<file path="config.mk">
export PLATFORM = sky130hd
export DESIGN_NAME = pp_generator
export DESIGN_NICKNAME = d
export VERILOG_FILES = /design/src/rtl/pp_pkg.sv /design/src/rtl/lod8.sv /design/src/rtl/pp_generator.sv
export SDC_FILE = /design/constraint.sdc
export NUM_CORES = 1
export LEC_CHECK = 0
export ABC_AREA = 1
export BUFFER_PORTS_ARGS = -buffer_cell sky130_fd_sc_hd__buf_2
export CAP_MARGIN = 20
export CORE_MARGIN = 4
export CORE_UTILIZATION = 40
export DETAILED_ROUTE_END_ITERATION = 8
export PLACE_DENSITY = 0.83
export SLEW_MARGIN = 5
export SYNTH_ARGS = -nofsm -noshare
export SYNTH_HDL_FRONTEND = slang
export SYNTH_SLANG_ARGS = --single-unit
</file>
<file path="constraint.sdc">
create_clock -name clk -period 0.8 [get_ports clk]
set_input_delay 0.08 -clock clk [delete_from_list [all_inputs] [get_ports clk]]
set_output_delay 0.08 -clock clk [all_outputs]
set_load 0.03 [all_outputs]
</file>
<file path="src/rtl/pp_pkg.sv">
// Shared widths and types for the log-domain partial-product generator.
// EXP_W must be wide enough to hold IMG_W, which is the largest rounded exponent.
package pp_pkg;

    localparam int IMG_W = 8;
    localparam int WGT_W = 4;
    localparam int EXP_W = 5;
    localparam int PP_W  = WGT_W + 1;
    localparam int POS_W = $clog2(IMG_W);

    typedef logic [IMG_W-1:0] image_t;
    typedef logic [WGT_W-1:0] weight_t;
    typedef logic [PP_W-1:0]  pp_t;
    typedef logic [EXP_W-1:0] exp_t;
    typedef logic [POS_W-1:0] pos_t;

endpackage

</file>
<file path="src/rtl/lod8.sv">
// Leading-one detector for an 8-bit activation.
// Reports the index of the most significant set bit, and a flag when the value is zero.
module lod8
    import pp_pkg::*;
(
    input  logic [IMG_W-1:0] value,
    output logic [POS_W-1:0] pos,
    output logic             zero
);

    // Scanning upward from the LSB lets the highest set bit have the final say.
    always_comb begin
        pos = '0;
        for (int i = 0; i < IMG_W; i++) begin
            if (value[i]) pos = POS_W'(i);
        end
    end

    assign zero = ~|value;

endmodule

</file>
<file path="src/rtl/pp_generator.sv">
// Rounds the activation to the nearest power of two and sign-extends the weight,
// registering the exponent/mantissa pair for the shift-accumulate stage.
module pp_generator
    import pp_pkg::*;
(
    input  logic             clk,
    input  logic             rst_n,
    input  logic [IMG_W-1:0] image,
    input  logic [WGT_W-1:0] weight,
    output logic [PP_W-1:0]  signed_pp,
    output logic [EXP_W-1:0] exp
);

    pos_t       lead_pos;
    logic       image_zero;
    logic       round_bit;
    logic [3:0] exp_sum;
    exp_t       exp_next;
    pp_t        pp_next;

    lod8 u_lod8 (
        .value (image),
        .pos   (lead_pos),
        .zero  (image_zero)
    );

    // Round half up on the bit just below the leading one; image==1 has no such bit.
    always_comb begin
        round_bit = 1'b0;
        if (lead_pos != '0) round_bit = image[lead_pos - pos_t'(1)];
    end

    assign exp_sum  = {1'b0, lead_pos} + {3'b000, round_bit};
    assign exp_next = image_zero ? '0 : {{(EXP_W-4){1'b0}}, exp_sum};
    assign pp_next  = image_zero ? '0 : {weight[WGT_W-1], weight};

    always_ff @(posedge clk or negedge rst_n) begin
        if (!rst_n) begin
            signed_pp <= '0;
            exp       <= '0;
        end else begin
            signed_pp <= pp_next;
            exp       <= exp_next;
        end
    end

endmodule

</file>
==> run metrics <==
cell area after synthesis=554.3 sq um; area used by multi-input combinational logic=394.1 sq um; clock network fraction of total power=0.207; routing usage on met3=0.05578; Net Sw Frac=0.3446; number of antenna violations at the first check in global routing=0; cell count after synthesis=75; Setup WS pre-CTS=-1154 ps; part of the Yosys area used for sequential elements=0.3612; filler cell count=79; number of inserted diodes=0; maxcap violations=0; status=complete, but fails checks; DIE HEIGHT=45.23 microns; antenna viol nets, final=0; post-detail-place hpwl=1059 microns; Final Routed Wirelength=1679 microns; pin count of the biggest net entering global routing=9; CTS clock-pin slew for the worst setup and hold paths=50 ps; number of failing setup endpoints in the final timing report=17; Total Negative Setup Slacks=-4033 ps; Critical Path End Type=flop; crit-path cells=buf_12, inv_12, nand2_2, nand2_1, nand2_1, nand2_1, nand2_2, nand2_4, inv_4, ha_4, inv_2, a31oi_1, nand2_1, nand2_1, nor2_1, ha_2, ha_4, inv_2, nor2_2; total number of vias=623; global-route wire length before repair=2608 microns; Seq. cell area=200.2 sq um; total power per unit cell area=1323 nW/um^2; Sinks on Clock Net=8; leakage power of the design=0.5646 nW; routed wire length per instance=12.62 microns; combinational share of power=0.467; setup repair after global routing missed its margin=true; share of post-route cells with drive strength above 1=0.6441; violation count after the first detailed-routing iteration=11; synthesized area per cell=7.390 sq um; number of input and output port buffers inserted=22; crit-path leading delay family=adder cells; number of top-level pins=24; Required @ worst endpoint=990 ps; Core Footprint=1301 sq um; critical path startpoint category=primary input; Cell variety after synth=16; Longest Clk Path Bufs=2; cell row count=13; CTS HTree Levels=1; final setup margin=-859.6 ps; detailed-route vias per instance=4.684; Final period util=2.075; DIE WIDTH=45.23 microns; gr busiest metal=met2; detailed-router iteration count before antenna repair=4; worst hold path type=in2reg; final weighted congestion in routability-driven placement=0.7981; starting density of the core=0.4260; overall die area=2045 sq um; Layout Nets=138; classification of the worst setup path=in2reg; violated checks=negative setup slack; all-layer global routing usage=0.1880; slowest library cell on the worst path=sky130_fd_sc_hd__ha_4; CTS Buf Count=3; data arrival time at the worst-slack endpoint=1850 ps; Final Max Slew Viols=0; Final Critical Period=1660 ps; Most Frequent Cell on Critical Path=sky130_fd_sc_hd__nand2_1; clock tree from TritonCTS=yes; global route total overflow=0; buffer and inverter count on the worst path=5; vias in the first global route=646; Worst Min Path Start=weight[0]; yosys synthesis warning count=0; worst-path fanout max=3; met2 Track Usage GR=0.3588; internal power=948.0 uW; leading cell type in the layout, fill and taps excluded=sky130_fd_sc_hd__buf_6; cell at the root of the clock tree=sky130_fd_sc_hd__clkbuf_4; Max stage delay on crit path=280 ps; final hold violation count=0; most frequent cells in the layout=sky130_fd_sc_hd__buf_6, sky130_fd_sc_hd__buf_4, sky130_fd_sc_hd__inv_1; launch point of the worst path=image[2]; FF+latch count, synth=8; part of the total power dissipated in sequential elements=0.326; Max Clk Rate=602.5 MHz; synthesized netlist net count=93; area delta synth->final=97.29%; Remaining DRCs=0; maximum ir drop on the vdd rail=0.6504 mV; switching pwr=498.5 uW; global-route met1 utilization=0.1622
-- power groups by stage --
stage                     registers, mW  logic, mW  clock network [mW]
after floorplan                   0.565      0.215                   0
after global placement            0.464      0.486                   0
after detailed placement          0.465      0.505                   0
after CTS                         0.472      0.616               0.296
after global routing              0.475      0.722               0.324
final                             0.472      0.675               0.300
-- cells by family after synthesis --
group           Yosys count  share of synthesized area
compound gates            1                    0.01129
fa+ha+maj                 4                    0.09030
other cells               1                   0.006766
flops                     8                     0.3612
buf+inv                  20                     0.1490
simple gates             40                     0.3521
xor+xnor                  1                    0.02935
-- final timing paths --
path,endpoint,slack (ps),cells past startpoint
min,signed_pp[0],50,3
max,exp[1],-860,19
max in group asynchronous,signed_pp[1],430,2
min in group asynchronous,signed_pp[0],200,2
-- synthesized netlist by cell type --
cell                      number  area (sq um)
sky130_fd_sc_hd__buf_4         2         15.01
sky130_fd_sc_hd__nand2_4       1         11.26
sky130_fd_sc_hd__nor3b_1       1         7.510
sky130_fd_sc_hd__dfrtp_1       8         200.2
sky130_fd_sc_hd__inv_1        17         63.81
sky130_fd_sc_hd__conb_1        1         3.750
sky130_fd_sc_hd__nand2_1      15         56.30
sky130_fd_sc_hd__nor4_4        1         21.27
sky130_fd_sc_hd__nor2_1       13         48.80
sky130_fd_sc_hd__nor2_2        2         12.51
sky130_fd_sc_hd__nand3_1       5         25.02
sky130_fd_sc_hd__xnor2_2       1         16.27
sky130_fd_sc_hd__ha_1          4         50.05
sky130_fd_sc_hd__nand2_2       2         12.51
sky130_fd_sc_hd__inv_2         1         3.750
sky130_fd_sc_hd__a31oi_1       1         6.260
-- sequential cells by signal, indices dropped and copies added, names as in the netlist --
| signal | cells |
|---|---|
| signed_pp | 4 |
| exp | 4 |
-- layout make-up --
class                      instances  area share
clock buffer                       3     0.02059
inverter                          18     0.07551
multi-input combinational         47      0.3604
sequential                         8      0.1831
tap                               15     0.01716
timing repair buffer              42      0.3432
-- stage by stage --
step	cell area [sq um]	std cells	power [mW]	hold slack (ps)	util
2_1_floorplan	626.9	75	0.7796	-215.6	-
3_3_place_gp	860.8	126	0.9503	-79.14	0.6615
3_5_place_dp	860.8	126	0.9702	-73.91	0.6615
4_1_cts	1070	137	1.383	42.40	0.8221
5_1_grt	1094	133	1.521	59.71	0.8404
6_report	1094	133	1.447	51.11	0.8404
-- per-layer routing --
layer	routed length (microns)	part of all wire	vias to the layer above
met1	560	0.33	282
met4	31	0.018	0
met5	0	0	-
met2	949	0.57	32
li1	-	-	305
met3	138	0.082	4
-- tightest hold or removal path: stages --
cell and delay [ps]:
sky130_fd_sc_hd__buf_2 90, sky130_fd_sc_hd__inv_1 60, sky130_fd_sc_hd__nor2_2 40
-- what timing repair did --
| action | 4_1_cts | 5_1_grt |
|---|---|---|
| setup endpoints to repair | 17 | 17 |
| endpoints found under the hold margin | 8 | 0 |
| gates resized for setup | 37 | 21 |
| pin swaps | 15 | 15 |
| buffers inserted | 8 | 2 |
| hold buffers | 1 | 0 |
No activity file was read; power rests on OpenSTA's default activity.
